$ cat src/rtl/pacman_input_ctrl.sv
// Direction-key conditioning for Pac-Man: synchronize, debounce, latch the
// latest heading, and emit one movement strobe per step period.
module pacman_input_ctrl #(
   parameter int unsigned DEBOUNCE_CYCLES = 50000,
   parameter int unsigned STEP_DIV        = 500000
) (
   input  logic       i_clk,
   input  logic       i_rst_n,
   input  logic       i_key_up,
   input  logic       i_key_down,
   input  logic       i_key_left,
   input  logic       i_key_right,
   input  logic       i_enable,
   output logic       o_up,
   output logic       o_down,
   output logic       o_left,
   output logic       o_right,
   output logic [1:0] o_dir,
   output logic       o_dir_valid
);

   localparam int unsigned DB_W = (DEBOUNCE_CYCLES > 2) ? $clog2(DEBOUNCE_CYCLES) : 1;
   localparam int unsigned ST_W = (STEP_DIV > 2) ? $clog2(STEP_DIV) : 1;
   localparam logic [DB_W-1:0] DB_LAST = DB_W'(DEBOUNCE_CYCLES - 1);
   localparam logic [ST_W-1:0] ST_LAST = ST_W'(STEP_DIV - 1);

   typedef enum logic [1:0] {
      DIR_UP    = 2'b00,
      DIR_DOWN  = 2'b01,
      DIR_LEFT  = 2'b10,
      DIR_RIGHT = 2'b11
   } dir_t;

   // Key vectors are indexed by heading code: 0 up, 1 down, 2 left, 3 right.
   logic [3:0]      raw_n;
   logic [3:0]      sync1_n, sync2_n;
   logic [3:0]      synced;
   logic [3:0]      stable;
   logic [3:0]      press_evt;
   logic [3:0]      press_q;
   logic [DB_W-1:0] db_cnt [4];

   dir_t            dir_q, dir_nxt;
   logic            dir_valid_q;
   logic [ST_W-1:0] step_cnt;
   logic            tick;
   logic [3:0]      strobe_q;

   assign raw_n  = {i_key_right, i_key_left, i_key_down, i_key_up};
   assign synced = ~sync2_n;

   always_ff @(posedge i_clk or negedge i_rst_n) begin
      if (!i_rst_n) begin
         sync1_n <= '1;
         sync2_n <= '1;
      end else begin
         sync1_n <= raw_n;
         sync2_n <= sync1_n;
      end
   end

   always_comb begin
      press_evt = '0;
      for (int unsigned k = 0; k < 4; k++) begin
         press_evt[k] = synced[k] && !stable[k] && (db_cnt[k] == DB_LAST);
      end
   end

   always_ff @(posedge i_clk or negedge i_rst_n) begin
      if (!i_rst_n) begin
         stable  <= '0;
         press_q <= '0;
         for (int unsigned k = 0; k < 4; k++) begin
            db_cnt[k] <= '0;
         end
      end else begin
         press_q <= press_evt;
         for (int unsigned k = 0; k < 4; k++) begin
            if (synced[k] == stable[k]) begin
               db_cnt[k] <= '0;
            end else if (db_cnt[k] == DB_LAST) begin
               stable[k] <= synced[k];
               db_cnt[k] <= '0;
            end else begin
               db_cnt[k] <= db_cnt[k] + 1'b1;
            end
         end
      end
   end

   // Later assignments win, so up has the highest priority.
   always_comb begin
      dir_nxt = dir_q;
      if (press_q[3]) dir_nxt = DIR_RIGHT;
      if (press_q[2]) dir_nxt = DIR_LEFT;
      if (press_q[1]) dir_nxt = DIR_DOWN;
      if (press_q[0]) dir_nxt = DIR_UP;
   end

   assign tick = i_enable && (step_cnt == ST_LAST);

   always_ff @(posedge i_clk or negedge i_rst_n) begin
      if (!i_rst_n) begin
         dir_q       <= DIR_UP;
         dir_valid_q <= 1'b0;
         step_cnt    <= '0;
         strobe_q    <= '0;
      end else begin
         dir_q <= dir_nxt;
         if (|press_q) dir_valid_q <= 1'b1;
         if (i_enable) step_cnt <= tick ? '0 : step_cnt + 1'b1;
         // Strobe decodes the heading held before this edge's update.
         strobe_q <= (tick && dir_valid_q) ? (4'b0001 << dir_q) : 4'b0000;
      end
   end

   assign o_up        = strobe_q[0];
   assign o_down      = strobe_q[1];
   assign o_left      = strobe_q[2];
   assign o_right     = strobe_q[3];
   assign o_dir       = dir_q;
   assign o_dir_valid = dir_valid_q;

endmodule

$ cat config.mk
export PLATFORM = sky130hd
export DESIGN_NAME = pacman_input_ctrl
export DESIGN_NICKNAME = d
export VERILOG_FILES = /design/src/rtl/pacman_input_ctrl.sv
export SDC_FILE = /design/constraint.sdc
export NUM_CORES = 1
export LEC_CHECK = 0
export ABC_AREA = 0
export CORE_MARGIN = 1.5
export CORE_UTILIZATION = 55
export DETAILED_ROUTE_END_ITERATION = 7
export PLACE_DENSITY = 0.75
export RECOVER_POWER = 25
export SYNTH_ARGS = -nofsm -noshare
export SYNTH_HDL_FRONTEND = slang
export SYNTH_SLANG_ARGS = --single-unit
$ cat constraint.sdc
create_clock -name i_clk -period 1.8 [get_ports i_clk]
set_input_delay 0.36 -clock i_clk [delete_from_list [all_inputs] [get_ports i_clk]]
set_output_delay 0.36 -clock i_clk [all_outputs]
set_load 0.005 [all_outputs]
==> impl_results.md, run 1 <==
- Largest family of logic cells by synthesized area: simple AND/OR/NAND/NOR gates
- Mux contribution to synthesized area: 0.408%
- PortBufs: 13
- Hold Crit Class: reg -> reg
- Final Setup Violations: 0
- DRT iter0 DRCs: 85
- Net Count, Synth: 490
- Number of synthesized flops with an enable pin: 0
- Core area: 0.00868 mm2
- Vias in the first global route: 3594
- Clock power share: 33.8%
- GR Util All Layers: 21.1%
- Grt total ovfl: 0
- Max Clock Freq: 0.577 GHz
- Worst-margin pin slew: 0.725 ns
- Final WL: 8.95 mm
- Die height: 97.5 um
- Max-slew headroom: 51.7%
- Htree depth: 3
- Critical path's slowest cell: or4b_4
- Maximum fanout along the worst path: 11
- Seq/Total Area, Yosys: 54.2%
- Synth Area in XOR/XNOR: 12.1%
- Leak: 2.42 nW
- RSZ-0062 raised after global routing: yes
- Syn Area/Cell: 10.4 um2
- Worst setup path class: reg -> reg
- Drt drc: 0
- Initial antenna violation count: 0
- Adder-Cell Fraction of Synth Area: 2.29%
- Vias per std cell: 5.54
- Post-route ant nets: 0
- Top cells by count, synth: 98 x dfrtp_1, 87 x nor2_1, 52 x xnor2_1
- First-pass iteration count of the detailed router: 4
- Tcrit/Tclk final: 96.2%
- Final slew viol count: 0
- Share of the synthesized area in the top cell type: 49.9%
- Share of layout cells above drive strength 1: 15.5%
- Flops & latches, synth: 106
- Layout area overhead: 16.2%
- First-pass GRT wire length: 16.3 mm
- DP Wirelength: 6.29 mm
- Fin crit period: 1.73 ns
- Total power: 0.00436 W
- Predominant post-synthesis flop cell: dfrtp_1
- NetSw: 0.00110 W
- Crit. End Element: flop
- Largest cells by area after synthesis: dfrtp_1 50%, xnor2_1 9.3%, nor2_1 6.7%
- Synthesized area: 0.00491 mm2
- Most numerous cell in the Yosys netlist: dfrtp_1
- Type of origin of the critical path: flop
- Cell Chain, Critical Path: or4b_4, nor4_4, or2_4, buf_12, nor2_1
- Design area: 0.00570 mm2
- Synth Area in Compound Gates: 2.19%
- PwrDens: 764 mW/mm2
- Vias post-DR: 3554
- Final Hold Viols: 0
- Slowest stage delay, CP: 0.56 ns
- Post-Synth Simple-Gate Area: 25.5%
- Ant diodes: 0
- Worst EP required: 2.06 ns
- Area leader, netlist: dfrtp_1
- # rows: 34
- Largest net degree at the start of global routing: 56
- CTS root buf: clkbuf_8
- CTS tree: built
- Clock transition at path regs: 0.10 ns
- Switching share of power: 25.1%
- Asr flop ratio synth: 100%
- Synth Warn #: 0
- TritonCTS Sinks: 106
- Initial Util: 56.6%
- Mapped Cells: 474
- Combinational fraction of design power: 7.0%
- Wire per inst: 13.9 um
- Status: completed
- Critical Path AT: 1.99 ns
- Placed inst area: 0.00544 mm2
- TritonCTS buffer count: 9
- I/O Pins: 14
- Setup ws final: 0.0683 ns
- Setup Skew: 0.00640 ns
- Unique cell type count in the Yosys netlist: 43
- Clock Latency Late Sink: 0.36 ns
- Final Core Density: 65.7%
- Peak VDD IR: 563 uV
- Die area: 0.00950 mm2
- Chip width: 97.5 um
- Internal power: 0.00326 W
- Placer Congestion: 0.807
- Maxcap violations: 0
- NumNets Final: 545
- CTS max path bufs: 2
- Place WS: -0.188 ns
- Sequential Power Share: 59.2%
==> layout by cell type (no fill, tap or decap), drive strengths merged, types with 5 or more instances in the layout <==
master	synthesis	final
dfrtp	98	98
nor3	17	17
nor2	87	87
clkbuf	2	10
inv	27	28
o21ai	5	5
dfstp	8	8
dlygate4sd3	0	6
nand3	26	26
nand4	19	19
clkdlybuf4s50	0	7
nor4b	6	6
and3	6	6
nor4	18	18
or2	5	5
nand2	24	24
ha	9	9
a21oi	5	5
xor2	16	16
xnor2	52	52
buf	7	39
==> worst max-delay path: cells and delay by family (launching register included) <==
family,cells,cell delay [ns]
and+or+nand+nor,4,1.12
DFF,1,0.39
buffers and inverters,1,0.13
==> kinds of logic (layout without fill, tap and decap cells) <==
group                    count (synthesis)  count (layout)
AO/OA/AOI/OAI                           17              17
XOR/XNOR                                68              68
adder cells (fa/ha/maj)                  9               9
buffers and inverters                   36              96
flip-flops                             106             106
multiplexers                             2               2
AND/OR/NAND/NOR                        236             236
==> worst paths after layout <==
kind                            slack, ns  depth (start not counted)         end  startpoint
max in group asynchronous            0.38                          3  db_cnt[10]     i_rst_n
min in group asynchronous            0.40                          2  db_cnt[46]     i_rst_n
worst max register to register       0.07                          5  db_cnt[10]   db_cnt[5]
worst min-delay path                 0.36                          0  sync2_n[3]  sync1_n[3]
worst min register to register       0.36                          0  sync2_n[3]  sync1_n[3]
worst max-delay path                 0.07                          5  db_cnt[10]   db_cnt[5]
==> power groups by stage <==
stage	Combinational (W)	Sequential (W)	Clock [W]
3_3_place_gp	0.000297	0.00262	0
6_report	0.000305	0.00258	0.00147
4_1_cts	0.000316	0.00258	0.00152
5_1_grt	0.000352	0.00260	0.00160
2_1_floorplan	0.000162	0.00262	0
3_5_place_dp	0.000310	0.00262	0
==> layout make-up <==
type,instances,area (um2)
timing repair buffer,53,459
multi-input combinational,332,2140
clock buffer,9,124
fill,701,2980
inverter,27,101
tap,108,135
clock inverter,7,78.8
sequential,106,2660
==> per-stage QoR <==
step | std cells | TNS [ns] | hold slack (ns)
2_1_floorplan | 474 | 0 | 0.0644
3_3_place_gp | 624 | -0.719 | 0.259
3_5_place_dp | 624 | -1.99 | 0.260
4_1_cts | 641 | 0 | 0.363
5_1_grt | 642 | -0.275 | 0.366
6_report | 642 | 0 | 0.361
==> routing by layer <==
metal  GRT usage (%)  vias to the layer above  part of all wire (%)
li1                -                     1731                     -
met3            5.54                       15                   3.4
met5               0                        -                     0
met4            6.59                        0                   1.6
met2            34.6                       65                    50
met1            27.4                     1743                    45
==> what timing repair did <==
| action | 4_1_cts | 5_1_grt |
|---|---|---|
| buffers inserted | 0 | 1 |
| gates resized for setup | 2 | 10 |
| hold buffers | 1 | 0 |
| pin swaps | 2 | 5 |
| setup endpoints to repair | 16 | 32 |
| hold endpoints to repair | 19 | 0 |
==> state kept, by name (all words and copies together) (netlist names) <==
register	flops
db_cnt	64
sync1_n	4
stable	4
sync2_n	4
o_dir	2
step_cnt	19
press_q	4
strobe_q	4
o_dir_valid	1
(Power assumes the default switching activity.)
==> run 2, diff against run 1 <==
--- a/config.mk
+++ b/config.mk
@@ -6,7 +6,8 @@
 export NUM_CORES = 1
 export LEC_CHECK = 0
 export ABC_AREA = 0
-export CORE_MARGIN = 1.5
+export CORE_ASPECT_RATIO = 1.4
+export CORE_MARGIN = 2
 export CORE_UTILIZATION = 55
 export DETAILED_ROUTE_END_ITERATION = 7
 export PLACE_DENSITY = 0.75
==> impl_results.md, run 2 (synthesis results as in run 1) <==
- Reg with most FFs: db_cnt
- Clock Latency Late Sink: 0.34 ns (-0.02 ns)
- Peak VDD IR: 571 uV (+1.3%)
- PwrDens: 821 mW/mm2 (+7.5%)
- Largest net degree at the start of global routing: 36 (-36%)
- Status: completed
- Worst EP required: 2.04 ns (-0.02 ns)
- Vias post-DR: 3568 (+0.39%)
- Cell Chain, Critical Path: or4b_4, nor4_4, or2_4, clkbuf_16, nor2_1
- TritonCTS Sinks: 106 (unchanged)
- Crit. End Element: flop
- GR Util All Layers: 21.3% (+0.21 points)
- CTS tree: built
- Final Core Density: 68.2% (+2.5 points)
- First-pass GRT wire length: 16.6 mm (+1.4%)
- Final slew viol count: 0 (unchanged)
- Critical path's slowest cell: or4b_4
- Share of layout cells above drive strength 1: 16.6% (+1.1 points)
- Worst-margin pin slew: 0.919 ns (+0.194 ns)
- DP Wirelength: 6.48 mm (+3.1%)
- Grt total ovfl: 0 (unchanged)
- Maxcap violations: 0 (unchanged)
- TritonCTS buffer count: 9 (unchanged)
- Initial antenna violation count: 0 (unchanged)
- Critical Path AT: 2.01 ns (+0.02 ns)
- Max reg flops: 64 (unchanged)
- Max-slew headroom: 38.8% (-13 points)
- Post-route ant nets: 0 (unchanged)
- Htree depth: 3 (unchanged)
- Clock transition at path regs: 0.07 ns (-0.03 ns)
- Die area: 0.00971 mm2 (+2.2%)
- Max Clock Freq: 0.562 GHz (-2.6%)
- Top flop regs: db_cnt x64, step_cnt x19
- Vias in the first global route: 3706 (+3.1%)
- Final WL: 9.42 mm (+5.2%)
- Most frequent cells in the layout: 98 x dfrtp_1, 86 x nor2_1, 52 x xnor2_1
- Final Hold Viols: 0 (unchanged)
- Placer Congestion: 0.872 (+8.2%)
- Wire per inst: 14.6 um (+4.6%)
- Tcrit/Tclk final: 98.8% (+2.6 points)
- Type of origin of the critical path: flop
- Commonest non-fill, non-tap cell in the layout: dfrtp_1
- Initial Util: 57.0% (+0.46 points)
- Core area: 0.00861 mm2 (-0.81%)
- Hold Crit Class: reg -> reg
- PortBufs: 13 (unchanged)
- I/O Pins: 14 (unchanged)
- Slowest stage delay, CP: 0.56 ns (about the same)
- Maximum fanout along the worst path: 7 (-4)
- Fin crit period: 1.78 ns (+0.0461 ns)
- First-pass iteration count of the detailed router: 4 (unchanged)
- CTS max path bufs: 2 (unchanged)
- Hold_ws: 0.357 ns (-0.00388 ns)
- Leak: 2.52 nW (+4.0%)
- Worst setup path class: reg -> reg
- DRT iter0 DRCs: 197 (+130%)
- # rows: 40 (+18%)
- Setup Skew: 0.00428 ns (-0.00211 ns)
- Die height: 116 um (+19%)
- Layout area overhead: 19.6%
- Drt drc: 0 (unchanged)
- CTS root buf: clkbuf_16
- Final Setup Violations: 0 (unchanged)
- Chip width: 83.9 um (-14%)
- NumNets Final: 552 (+1.3%)
- Ant diodes: 0 (unchanged)
- Vias per std cell: 5.52 (-0.23%)
-- run 2: changes by cell type in the layout (fill, tap and decap cells not counted), moves of 2 or more --
cell        before  now
clkinv_4         2    0
clkbuf_8         9    3
clkinvlp_4       3    0
clkinv_2         0    3
buf_4           36   39
clkbuf_16        0   10
-- run 2: path summary, 6_finish.rpt --
kind | startpoint | end | slack [ns] | depth (start not counted)
min in group asynchronous | i_rst_n | db_cnt[12] | 0.68 | 2
max in group asynchronous | i_rst_n | sync1_n[0] | 0.30 | 3
hold / removal | sync1_n[2] | sync2_n[2] | 0.36 | 0
setup / recovery | db_cnt[60] | db_cnt[48] | 0.02 | 5
setup reg to reg | db_cnt[60] | db_cnt[48] | 0.02 | 5
hold reg to reg | sync1_n[2] | sync2_n[2] | 0.36 | 0
-- run 2: repair_timing --
| action | in CTS | in global routing |
|---|---|---|
| hold buffers | 1 | 0 |
| endpoints found under the hold margin | 27 | 0 |
| cloned | 0 | 1 |
| pin swaps | 3 | 5 |
| endpoints found under the setup margin | 21 | 37 |
| resized for setup | 1 | 15 |
| setup buffers | 0 | 2 |
-- run 2: layout make-up --
cell class | instances | area (um2)
inverter | 27 | 101
timing repair buffer | 60 | 539
tap | 105 | 131
clock inverter | 4 | 23.8
sequential | 106 | 2660
multi-input combinational | 332 | 2150
fill | 639 | 2740
clock buffer | 12 | 267
-- run 2: critical path: cells and delay by family, from the launching register on --
kind	cells	cell delay [ns]
flip-flops	1	0.38
buffers and inverters	1	0.14
AND/OR/NAND/NOR	4	1.14
-- run 2: report_power, final --
part	switching (W)	internal, W	leakage [nW]
clock	0.000844	0.00105	0.149
sequential	0.000104	0.00248	1.43
combinational	0.000190	0.000159	0.940
-- run 2: metrics by stage --
| step | area, um2 | power, W | setup TNS [ns] | std cells | setup WS, ns |
|---|---|---|---|---|---|
| global placement | 5470 | 0.00294 | -0.796 | 626 | -0.107 |
| global route | 5870 | 0.00502 | -0.512 | 646 | -0.0384 |
| floorplan | 4910 | 0.00278 | 0 | 474 | 0.0730 |
| detailed placement | 5470 | 0.00296 | -2.26 | 626 | -0.206 |
| CTS | 5780 | 0.00485 | 0 | 643 | 0.00623 |
| finish | 5870 | 0.00482 | 0 | 646 | 0.0222 |
-- run 2: routing by layer --
| metal | track usage (%) | wire (um) | vias to the layer above |
|---|---|---|---|
| met2 | 39.2 | 5050 | 50 |
| met4 | 7.10 | 171 | 0 |
| li1 | - | - | 1752 |
| met3 | 5.27 | 291 | 14 |
| met1 | 24.2 | 3910 | 1752 |
| met5 | 0 | 0 | - |
==> run 3, diff against run 2 <==
--- a/config.mk
+++ b/config.mk
@@ -6,6 +6,7 @@
 export NUM_CORES = 1
 export LEC_CHECK = 0
 export ABC_AREA = 0
+export CAP_MARGIN = 25
 export CORE_ASPECT_RATIO = 1.4
 export CORE_MARGIN = 2
 export CORE_UTILIZATION = 55
==> results of run 3 <==
Final layout, timing and power as in run 2 (identical DEF).
